File: config.mk
export PLATFORM = sky130hd
export DESIGN_NAME = policy_gen_seq
export DESIGN_NICKNAME = d
export VERILOG_FILES = /design/src/rtl/policy_pkg.sv /design/src/rtl/lfsr16.sv /design/src/rtl/policy_gen_seq.sv
export SDC_FILE = /design/constraint.sdc
export NUM_CORES = 1
export LEC_CHECK = 0
export ABC_AREA = 1
export CAP_MARGIN = 15
export CELL_PAD_IN_SITES_DETAIL_PLACEMENT = 0
export CELL_PAD_IN_SITES_GLOBAL_PLACEMENT = 1
export CORE_ASPECT_RATIO = 1.25
export CORE_UTILIZATION = 25
export CTS_CLUSTER_SIZE = 28
export DETAILED_ROUTE_END_ITERATION = 12
export HOLD_SLACK_MARGIN = 0.1
export PLACE_DENSITY = 0.66
export SYNTH_ARGS = -nofsm -noshare
export SYNTH_HDL_FRONTEND = slang
export SYNTH_SLANG_ARGS = --single-unit
File: constraint.sdc
create_clock -name clk -period 19.2 [get_ports clk]
set_input_delay 2.88 -clock clk [delete_from_list [all_inputs] [get_ports clk]]
set_output_delay 2.88 -clock clk [all_outputs]
set_load 0.05 [all_outputs]
File: src/rtl/policy_pkg.sv
// Shared types and defaults for the epsilon-greedy action selector.
package policy_pkg;

    localparam int unsigned DEF_Q_W   = 18;
    localparam int unsigned DEF_N_ACT = 9;
    localparam int unsigned DEF_IDX_W = 4;
    localparam int unsigned LFSR_W    = 16;

    // Galois feedback for x^16 + x^14 + x^13 + x^11 + 1 (right-shifting form)
    localparam logic [LFSR_W-1:0] LFSR_TAPS = 16'hB400;

    typedef enum logic [2:0] {
        S_IDLE,
        S_SCAN,
        S_DECIDE,
        S_EXPLORE,
        S_DONE
    } state_t;

endpackage

File: src/rtl/lfsr16.sv
// Free-running 16-bit Galois LFSR used as the exploration random source.
module lfsr16
    import policy_pkg::*;
#(
    parameter logic [LFSR_W-1:0] SEED = 16'hACE1
) (
    input  logic              clk,
    input  logic              rst,
    output logic [LFSR_W-1:0] state
);

    logic [LFSR_W-1:0] lfsr_q;
    logic [LFSR_W-1:0] lfsr_d;

    always_comb begin
        lfsr_d = {1'b0, lfsr_q[LFSR_W-1:1]} ^ (lfsr_q[0] ? LFSR_TAPS : '0);
    end

    always_ff @(posedge clk or posedge rst) begin
        if (rst) lfsr_q <= SEED;
        else     lfsr_q <= lfsr_d;
    end

    assign state = lfsr_q;

endmodule

File: src/rtl/policy_gen_seq.sv
// Sequential epsilon-greedy action selector: scans one Q-value per cycle,
// picks the legal maximum and optionally swaps in a random legal action.
module policy_gen_seq
    import policy_pkg::*;
#(
    parameter int unsigned       Q_W       = DEF_Q_W,
    parameter int unsigned       N_ACT     = DEF_N_ACT,
    parameter int unsigned       IDX_W     = DEF_IDX_W,
    parameter logic [LFSR_W-1:0] LFSR_SEED = 16'hACE1
) (
    input  logic                 clk,
    input  logic                 rst,
    input  logic                 start,
    input  logic [N_ACT*Q_W-1:0] q_flat,
    input  logic [N_ACT-1:0]     legal_mask,
    input  logic                 explore_en,
    input  logic [7:0]           eps_thresh,
    output logic                 busy,
    output logic                 done,
    output logic [IDX_W-1:0]     next_action,
    output logic                 action_valid,
    output logic                 explored,
    output logic [Q_W-1:0]       max_q
);

    localparam logic [IDX_W-1:0] LAST_IDX  = IDX_W'(N_ACT - 1);
    localparam logic [IDX_W-1:0] N_ACT_IDX = IDX_W'(N_ACT);

    state_t                  state_q, state_d;
    logic signed [Q_W-1:0]   q_q [N_ACT];
    logic signed [Q_W-1:0]   q_d [N_ACT];
    logic [N_ACT-1:0]        mask_q, mask_d;
    logic                    explore_q, explore_d;
    logic [7:0]              eps_q, eps_d;
    logic [IDX_W-1:0]        idx_q, idx_d;
    logic [IDX_W-1:0]        ptr_q, ptr_d;
    logic signed [Q_W-1:0]   best_q, best_d;
    logic [IDX_W-1:0]        best_idx_q, best_idx_d;
    logic                    have_best_q, have_best_d;
    logic                    busy_q, busy_d;
    logic                    done_q, done_d;
    logic [IDX_W-1:0]        next_action_q, next_action_d;
    logic                    action_valid_q, action_valid_d;
    logic                    explored_q, explored_d;
    logic [Q_W-1:0]          max_q_q, max_q_d;

    logic [LFSR_W-1:0]       lfsr;
    logic [IDX_W-1:0]        raw_idx;
    logic [IDX_W-1:0]        start_idx;
    logic                    explore_hit;
    logic                    unused_lfsr_bits;

    lfsr16 #(
        .SEED (LFSR_SEED)
    ) u_lfsr (
        .clk   (clk),
        .rst   (rst),
        .state (lfsr)
    );

    // Folding the low LFSR bits into range needs one subtraction since 2^IDX_W < 2*N_ACT
    assign raw_idx          = lfsr[IDX_W-1:0];
    assign start_idx        = (raw_idx >= N_ACT_IDX) ? raw_idx - N_ACT_IDX : raw_idx;
    assign explore_hit      = explore_q && (lfsr[15:8] < eps_q);
    assign unused_lfsr_bits = ^lfsr[7:IDX_W];

    always_comb begin
        state_d        = state_q;
        q_d            = q_q;
        mask_d         = mask_q;
        explore_d      = explore_q;
        eps_d          = eps_q;
        idx_d          = idx_q;
        ptr_d          = ptr_q;
        best_d         = best_q;
        best_idx_d     = best_idx_q;
        have_best_d    = have_best_q;
        done_d         = 1'b0;
        next_action_d  = next_action_q;
        action_valid_d = action_valid_q;
        explored_d     = explored_q;
        max_q_d        = max_q_q;

        case (state_q)
            S_IDLE: begin
                if (start) begin
                    for (int i = 0; i < int'(N_ACT); i++) begin
                        q_d[i] = q_flat[i*Q_W +: Q_W];
                    end
                    mask_d      = legal_mask;
                    explore_d   = explore_en;
                    eps_d       = eps_thresh;
                    idx_d       = '0;
                    have_best_d = 1'b0;
                    state_d     = S_SCAN;
                end
            end
            S_SCAN: begin
                // Strict greater-than keeps the lowest index on ties
                if (mask_q[idx_q] && (!have_best_q || (q_q[idx_q] > best_q))) begin
                    best_d      = q_q[idx_q];
                    best_idx_d  = idx_q;
                    have_best_d = 1'b1;
                end
                if (idx_q == LAST_IDX) state_d = S_DECIDE;
                else                   idx_d   = idx_q + IDX_W'(1);
            end
            S_DECIDE: begin
                action_valid_d = have_best_q;
                max_q_d        = have_best_q ? best_q : '0;
                explored_d     = 1'b0;
                if (!have_best_q) begin
                    next_action_d = '0;
                    state_d       = S_DONE;
                end else if (explore_hit) begin
                    ptr_d   = start_idx;
                    state_d = S_EXPLORE;
                end else begin
                    next_action_d = best_idx_q;
                    state_d       = S_DONE;
                end
            end
            S_EXPLORE: begin
                if (mask_q[ptr_q]) begin
                    next_action_d = ptr_q;
                    explored_d    = 1'b1;
                    state_d       = S_DONE;
                end else begin
                    ptr_d = (ptr_q == LAST_IDX) ? '0 : ptr_q + IDX_W'(1);
                end
            end
            S_DONE: begin
                done_d  = 1'b1;
                state_d = S_IDLE;
            end
            default: state_d = S_IDLE;
        endcase

        busy_d = (state_d != S_IDLE);
    end

    always_ff @(posedge clk or posedge rst) begin
        if (rst) begin
            state_q        <= S_IDLE;
            for (int i = 0; i < int'(N_ACT); i++) q_q[i] <= '0;
            mask_q         <= '0;
            explore_q      <= 1'b0;
            eps_q          <= '0;
            idx_q          <= '0;
            ptr_q          <= '0;
            best_q         <= '0;
            best_idx_q     <= '0;
            have_best_q    <= 1'b0;
            busy_q         <= 1'b0;
            done_q         <= 1'b0;
            next_action_q  <= '0;
            action_valid_q <= 1'b0;
            explored_q     <= 1'b0;
            max_q_q        <= '0;
        end else begin
            state_q        <= state_d;
            q_q            <= q_d;
            mask_q         <= mask_d;
            explore_q      <= explore_d;
            eps_q          <= eps_d;
            idx_q          <= idx_d;
            ptr_q          <= ptr_d;
            best_q         <= best_d;
            best_idx_q     <= best_idx_d;
            have_best_q    <= have_best_d;
            busy_q         <= busy_d;
            done_q         <= done_d;
            next_action_q  <= next_action_d;
            action_valid_q <= action_valid_d;
            explored_q     <= explored_d;
            max_q_q        <= max_q_d;
        end
    end

    assign busy         = busy_q;
    assign done         = done_q;
    assign next_action  = next_action_q;
    assign action_valid = action_valid_q;
    assign explored     = explored_q;
    assign max_q        = max_q_q;

endmodule
==> run summary, run 1 <==
#FFs+latches synth: 256
commonest cells after routing, fill and taps aside: nand2_1 (671), dfrtp_1 (246), clkdlybuf4s50_1 (208), o21ai_0 (112), nor2_1 (77)
Synth-to-Final Area Change: 30.9%
Worst EP required: 19660 ps
switch share: 42.4%
mux cell area share after synthesis: 0.0839%
routed wire length: 38400 um
I/O Pins: 209
slew margin rel.: 29.3%
xor-xnor portion of the synthesized cell area: 0.514%
synthesis warning total: 0
Hold Crit Class: reg -> reg
VDD IR max: 0.0000718 V
Fmax: 170 MHz
pin count of the biggest net entering global routing: 140
Worst path top cell family by delay: buffers and inverters
Final Power: 2720 uW
clock power share: 23.3%
CTS tree: done
Seq/Total Area, Yosys: 53.8%
Crit. End Element: register
slowest stage delay, CP: 980 ps
Final Non-Filler Cells: 2309
Synth area leaders: dfrtp_1 (52%), nand2_1 (21%), o21ai_0 (4.7%)
floorplan die width: 197 um
clk_lat worst skew: 550 ps
drt first pass iters: 5
Critical Path Start Type: input pin
share of cells above drive strength 1: 4.73%
outcome: finished clean
commonest non-fill, non-tap cell in the layout: nand2_1
register area: 6420 um2
# clock sinks: 256
total die area: 48600 um2
vias in the first global route: 10500
area of the multi-input gates: 4870 um2
core area: 47200 um2
Mean Syn Cell Area: 8.03 um2
Num CTS Buffers: 28
GRT Util Overall: 16.0%
Buffers on Ports: 208
cell area after placement: 14500 um2
cell taking the most area after synthesis: dfrtp_1
DRT antenna net count: 0
R2R Setup Slk: 14570 ps
HP Start: u_lfsr.state[6]
Leakage: 0.00750 uW
Slew Viols, Final: 0
Post-Synthesis Cells: 1486
post-route setup TNS: 0 ps
Seq pwr share: 32.9%
# placed instances: 2256
final hold vios: 0
R2R depth: 21
clk slew on worst S/H paths: 60 ps
Initial Util: 25.3%
FP Rows: 89
CTS Hold Buffers Added: 0
Worst Max-Slew Pin Slew: 1060 ps
worst path cell trace: clkdlybuf4s50_1 -> nand3_4 -> inv_6 -> buf_4 -> nor2_1 -> inv_1 -> nand3_1 -> o21ai_0
net load switching power: 1150 uW
DR DRC count: 0
filler cell count in the final layout: 5044
initial antenna violation count: 1
fin crit share: 30.7%
postcts setup bufs: 0
Hold Path Stages: 0
initial DRC count: 753
share of the synthesized area in the top cell type: 52.0%
first-pass GRT wire length: 60000 um
critical path peak fanout: 139
Int Pwr: 1570 uW
largest family of logic cells by synthesized area: simple AND/OR/NAND/NOR gates
H-Tree Depth: 1
CTS resizes: 0
Root Buffer: clkbuf_16
max-cap violations: 0
DPL Wire Length: 26500 um
Final min period: 5890 ps
Final #Nets: 1863
pwr/cell area: 174 nW/um2
post-synthesis simple-gate area fraction: 26.9%
RR Startpoint: idx_q[0]
CP Buf/Inv Count: 4
worst r2r dst: best_q[10]
arrival time of the worst setup path: 6350 ps
DIE HEIGHT: 246 um
CP max-delay cell: inv_6
Adder-Cell Fraction of Synth Area: 3.25%
RSZ-0062 raised after global routing: no
design area: 15600 um2
clk buf depth: 3
total gr overflow: 0
Gate power share: 43.8%
Distinct cells, synth: 35
DR vias: 10200
synthesized area: 11900 um2
post-synthesis net count: 1700
critical path class: in -> reg
Setup-failing EPs final: 0
Vias/cell: 4.42
GP Congestion: 0.806
Wirelength per Cell: 16.6 um
Worst Clk Skew: 9.53 ps
post-synthesis compound-gate area fraction: 9.96%
hold endpoint: u_lfsr.state[5]
worst max path at each step:
stage | startpoint | endpoint | slack [ps] | cells after the start
after global routing | start | idx_q[0] | 13030 | 8
after detailed placement | start | idx_q[0] | 12720 | 8
after CTS | start | idx_q[0] | 13290 | 8
after global placement | start | idx_q[0] | 12740 | 8
after floorplan | rst | action_valid | 9290 | 1
final | start | idx_q[0] | 13310 | 8
worst register-to-register path, stage by stage, from the launching register on:
cell and delay (ps):
dfrtp_2 400, inv_2 530, buf_4 610, o21ai_0 190
o221ai_1 330, nand3_1 190, nand2_1 130, ha_1 250
nand2_1 90, inv_1 40, nand2_1 50, nand2_1 60
nand2_1 60, nand2_1 50, nor2_1 110, nand2_1 60
nand2_1 50, nand3_1 70, nand2_1 660, nand2_4 350
nand2_1 150, nand2_1 60
cells in the mapped netlist:
cell	count
a21oi_1	30
nor2_1	77
nand2_4	1
mux2i_1	1
nand3b_1	1
o21ai_1	25
a22oi_1	1
xor2_1	6
buf_1	11
dfrtp_1	248
o21a_1	1
nand3_1	63
a21boi_0	1
nand4_1	4
a21o_1	2
nor2_2	1
clkbuf_1	46
o211ai_1	18
buf_6	5
inv_2	5
nor3_4	1
nand2_2	1
nor2_4	1
dfstp_2	8
clkinv_1	1
ha_1	31
inv_1	70
a21oi_4	1
nand2_1	671
o21ai_0	112
nor3_1	1
o22ai_1	1
buf_2	21
o221ai_1	18
xnor2_1	1
stage by stage:
step | utilization [%] | setup slack (ps) | hold slack, ps
6_report | 33.1 | 13310 | 354
5_1_grt | 33.1 | 13030 | 358
4_1_cts | 33.1 | 13290 | 353
2_1_floorplan | - | 9290 | 331
3_5_place_dp | 30.8 | 12720 | 336
3_3_place_gp | 30.8 | 12740 | 340
per-layer routing:
layer	GRT usage (%)	up-vias	wire length (um)
met2	28.4	215	19300
met5	0	-	0
met1	20.1	4892	16600
met4	5.36	0	1100
li1	-	5056	-
met3	1.82	43	1440
final cells by class:
cell class / count / share of cell area [%]
flip-flops and latches: 256 / 41.1
diodes: 1 / 0.0160
well taps: 637 / 5.10
repair buffers: 216 / 13.7
clock buffers: 40 / 5.29
clock inverters: 12 / 1.72
inverters: 76 / 1.91
multi-input cells: 1071 / 31.2
logic make-up after synthesis:
kind of cell             Yosys count
AO/OA/AOI/OAI                    210
buffers and inverters            159
flip-flops                       256
AND/OR/NAND/NOR                  822
multiplexers                       1
XOR/XNOR                           7
adder cells (fa/ha/maj)           31
sequential cells by signal (all words and copies together) (netlist names):
signal and count:
best_idx_q 4, idx_q 4, explore_q 1, mask_q 9, max_q 18, action_valid 1, have_best_q 1, q_q 162
state_q 3, u_lfsr.state 16, busy 1, done 1, eps_q 8, best_q 18, ptr_q 4, next_action 4
explored 1
power by group through the flow:
| stage | Clock [uW] | Combinational, uW | Sequential (uW) |
|---|---|---|---|
| after detailed placement | 0 | 1220 | 900 |
| after floorplan | 0 | 781 | 948 |
| after CTS | 650 | 1220 | 894 |
| after global routing | 670 | 1370 | 922 |
| final | 633 | 1190 | 894 |
| after global placement | 0 | 1200 | 898 |
Power figures use the tool's default switching activity.
==> run 2: changes to the inputs <==
clock period = 5.53 ns   (was 19.2 ns; I/O delays follow)
==> run summary, run 2 (synthesized netlist as in run 1, its figures left out) <==
slew margin rel.: 30.2%
Initial Util: 25.3%
max-cap violations: 0
GP Congestion: 0.923
arrival time of the worst setup path: 4510 ps
Final #Nets: 1866
Hold Crit Class: reg -> reg
Root Buffer: clkbuf_16
DIE HEIGHT: 246 um
Leakage: 0.00744 uW
design area: 15500 um2
routed wire length: 39800 um
Crit. End Element: register
Vias/cell: 4.44
DR vias: 10200
cell area after placement: 14600 um2
register with the most flip-flops: q_q
floorplan die width: 197 um
postcts setup bufs: 0
vias in the first global route: 10400
commonest non-fill, non-tap cell in the layout: nand2_1
total gr overflow: 0
Wirelength per Cell: 17.2 um
FP Rows: 89
RR Startpoint: idx_q[1]
setup ws final: 1470 ps
core area: 47200 um2
pwr/cell area: 589 nW/um2
R2R depth: 19
H-Tree Depth: 1
share of cells above drive strength 1: 4.90%
RSZ-0062 raised after global routing: no
total die area: 48600 um2
critical path class: reg -> reg
initial DRC count: 690
Buffers on Ports: 208
clk buf depth: 3
Slew Viols, Final: 0
DRT antenna net count: 0
# clock sinks: 256
flip-flop count of the largest register after layout: 162
filler cell count in the final layout: 5007
CTS tree: done
drt first pass iters: 4
DR DRC count: 0
fin crit share: 73.5%
commonest cells after routing, fill and taps aside: nand2_1 (671), dfrtp_1 (246), clkdlybuf4s50_1 (208), o21ai_0 (112), nor2_1 (77)
GRT Util Overall: 16.5%
worst r2r dst: best_q[1]
Worst Clk Skew: 10.7 ps
Critical Path Start Type: register
VDD IR max: 0.000255 V
Num CTS Buffers: 27
CTS resizes: 0
Worst Max-Slew Pin Slew: 1050 ps
I/O Pins: 209
Synth-to-Final Area Change: 29.7%
# diodes: 0
outcome: finished clean
HP Start: u_lfsr.state[4]
Setup-failing EPs final: 0
critical path peak fanout: 37
pre-CTS setup slack: 1470 ps
pin count of the biggest net entering global routing: 126
post-route setup TNS: 0 ps
R2R Setup Slk: 1470 ps
hold endpoint: u_lfsr.state[3]
Final min period: 4060 ps
final hold vios: 0
clk slew on worst S/H paths: 60 ps
initial antenna violation count: 0
CTS Hold Buffers Added: 0
Worst EP required: 5970 ps
DPL Wire Length: 29200 um
Hold Path Stages: 0
first-pass GRT wire length: 61000 um
Fmax: 246 MHz
clk_lat worst skew: 560 ps
==> run 2: cell types whose count changed in the layout (fill, tap and decap cells not counted), sizes merged <==
cell,before,now
bufinv,8,0
clkinv,3,9
buf,8,12
clkbuf,40,38
clkinvlp,2,3
diode,1,0
==> run 2: critical path, cell delays in order, from the launching register on <==
cell and delay (ps):
dfrtp_2 670, buf_4 440, o21ai_0 160, o221ai_1 300
nand3_1 230, o21ai_1 180, inv_1 60, ha_1 170
inv_1 70, nand2_1 50, nand2_1 60, nand3_1 80
nor2_1 110, nor2_1 70, nand3_1 70, nand3_1 80
nand2_1 600, nand2_4 310, nand2_1 160, nand2_1 50
==> run 2: area by class of cell <==
class / instances / area (um2) / area share (%)
flip-flops and latches: 256 / 6420 / 41.5
repair buffers: 220 / 2230 / 14.4
multi-input cells: 1071 / 4870 / 31.5
clock buffers: 38 / 797 / 5.15
inverters: 76 / 294 / 1.90
well taps: 637 / 797 / 5.15
clock inverters: 11 / 67.6 / 0.436
==> run 2: where the power goes <==
group          switching (uW)  internal [uW]
Clock                     777           1000
Sequential                517           2690
Combinational            2760           1370
Total                    4050           5060
==> run 2: per-stage QoR <==
step / hold slack (ps) / power [uW] / std cells / util (%)
floorplan: 331 / 6000 / 1486 / -
global placement: 334 / 7360 / 2260 / 31.0
detailed placement: 340 / 7390 / 2260 / 31.0
CTS: 355 / 9230 / 2309 / 32.8
global route: 357 / 9870 / 2309 / 32.8
finish: 350 / 9110 / 2309 / 32.8
==> run 2: layer usage <==
layer | track usage (%) | routed length [um] | share of wire, %
met2 | 28.8 | 20200 | 51
met3 | 1.83 | 1500 | 3.8
met4 | 6.25 | 1310 | 3.3
met5 | 0 | 0 | 0
met1 | 20.7 | 16900 | 42
==> run 2: worst max path at each step <==
stage	end	start
6_report	best_q[1]	idx_q[1]
5_1_grt	best_q[17]	idx_q[1]
4_1_cts	best_q[1]	idx_q[1]
3_5_place_dp	best_q[5]	idx_q[1]
3_3_place_gp	best_q[12]	idx_q[1]
2_1_floorplan	action_valid	rst
==> run 3: changes to the inputs <==
clock period = 4.25 ns   (was 5.53 ns; I/O delays follow)
==> run summary, run 3 (synthesized netlist as in run 1, its figures left out) <==
outcome: finished clean
R2R Setup Slk: 420 ps
share of cells above drive strength 1: 5.98%
flip-flop count of the largest register after layout: 162
floorplan die width: 197 um
GRT Util Overall: 16.5%
Final Power: 12400 uW
CTS resizes: 0
H-Tree Depth: 1
Worst Max-Slew Pin Slew: 921 ps
minimum hold slack: 348 ps
vias in the first global route: 10500
initial DRC count: 636
first-pass GRT wire length: 61100 um
VDD IR max: 0.000348 V
worst r2r dst: best_q[16]
area of the multi-input gates: 4870 um2
CTS tree: done
max-cap violations: 0
R2R depth: 19
core area: 47200 um2
HP Start: u_lfsr.state[4]
commonest non-fill, non-tap cell in the layout: nand2_1
Crit. End Element: register
Final Non-Filler Cells: 2327
clk_lat worst skew: 570 ps
Leakage: 0.00760 uW
Synth-to-Final Area Change: 32.3%
slew margin rel.: 38.5%
register with the most flip-flops: q_q
Worst EP required: 4700 ps
Final #Nets: 1880
Worst Clk Skew: 13.9 ps
RSZ-0062 raised after global routing: no
Hold Path Stages: 0
critical path peak fanout: 30
Vias/cell: 4.44
hold endpoint: u_lfsr.state[3]
CTS Hold Buffers Added: 0
post-route setup TNS: 0 ps
DIE HEIGHT: 246 um
critical path class: reg -> reg
I/O Pins: 209
Root Buffer: clkbuf_16
filler cell count in the final layout: 5123
DR vias: 10300
register area: 6420 um2
clk slew on worst S/H paths: 60 ps
Buffers on Ports: 208
Slew Viols, Final: 0
Hold Crit Class: reg -> reg
GP Congestion: 0.848
total die area: 48600 um2
# placed instances: 2272
drt first pass iters: 5
Critical Path Start Type: register
postcts setup bufs: 0
Setup-failing EPs final: 0
pin count of the biggest net entering global routing: 158
Num CTS Buffers: 29
Initial Util: 25.3%
commonest cells after routing, fill and taps aside: nand2_1 (671), dfrtp_1 (246), clkdlybuf4s50_1 (208), o21ai_0 (112), nor2_1 (77)
clk buf depth: 3
DRT antenna net count: 0
DPL Wire Length: 28600 um
pwr/cell area: 783 nW/um2
fin crit share: 90.1%
# clock sinks: 256
Fmax: 261 MHz
total gr overflow: 0
initial antenna violation count: 1
Wirelength per Cell: 17.0 um
final hold vios: 0
final core occ: 33.5%
Final min period: 3830 ps
FP Rows: 89
routed wire length: 39600 um
RR Startpoint: idx_q[0]
DR DRC count: 0
arrival time of the worst setup path: 4280 ps
==> run 3: changes by cell type in the layout (fill, tap and decap cells not counted), sizes merged <==
cell,previous run,this run
diode,0,1
clkbuf,38,31
bufinv,0,6
buf,12,24
clkinv,9,13
inv,75,77
==> run 3: worst max-delay path by stage <==
stage               startpoint      endpoint  slack, ps  depth (start not counted)
CTS                   idx_q[0]    best_q[16]        350                         19
finish                idx_q[0]    best_q[16]        420                         19
detailed placement    idx_q[0]    best_q[16]        400                         19
floorplan                  rst  action_valid        250                          1
global route          idx_q[0]     best_q[8]         80                         19
global placement      idx_q[0]    best_q[17]        390                         19
==> run 3: layout make-up <==
| class | instances | share of cell area, % |
|---|---|---|
| sequential | 256 | 40.6 |
| timing repair buffer | 232 | 15.0 |
| tap | 637 | 5.05 |
| inverter | 76 | 1.86 |
| multi-input combinational | 1071 | 30.8 |
| clock inverter | 23 | 1.85 |
| clock buffer | 31 | 4.71 |
| antenna | 1 | 0.0158 |
==> run 3: routing by layer <==
metal | up-vias | GRT usage, % | routed length (um) | share of wire, %
met2 | 215 | 28.6 | 19900 | 50
met1 | 4957 | 21.0 | 17200 | 43
met4 | 0 | 5.56 | 1140 | 2.9
met3 | 51 | 1.97 | 1390 | 3.5
met5 | - | 0 | 0 | 0
li1 | 5104 | - | - | -
==> run 3: worst max-delay path, cell delays in order (launching register included) <==
cell      delay [ps]
dfrtp_2          430
inv_2            480
buf_12           250
a21oi_1           80
o21ai_0          130
o211ai_1         340
nand3_1          190
nand2_1          100
ha_1             300
nand2_1           70
nor2_1           170
nand3_1          100
nor2_1           110
nor2_1            70
nand3_1           60
nand3_1           90
nand2_1          290
nand2_4          250
nand2_1          140
nand2_1           50
==> run 3: power by group <==
part           switching, uW  internal, uW  total (uW)  leakage (uW)
Clock                   1080          1640        2720      0.000514
Combinational           3670          1870        5550       0.00388
Sequential               599          3500        4100       0.00321
Total                   5360          7010       12400       0.00760
==> run 3: through the flow <==
step / worst slack (ps) / area (um2)
floorplan: 247 / 11900
global placement: 391 / 14800
detailed placement: 398 / 14800
CTS: 355 / 15800
global route: 78.4 / 15800
finish: 420 / 15800
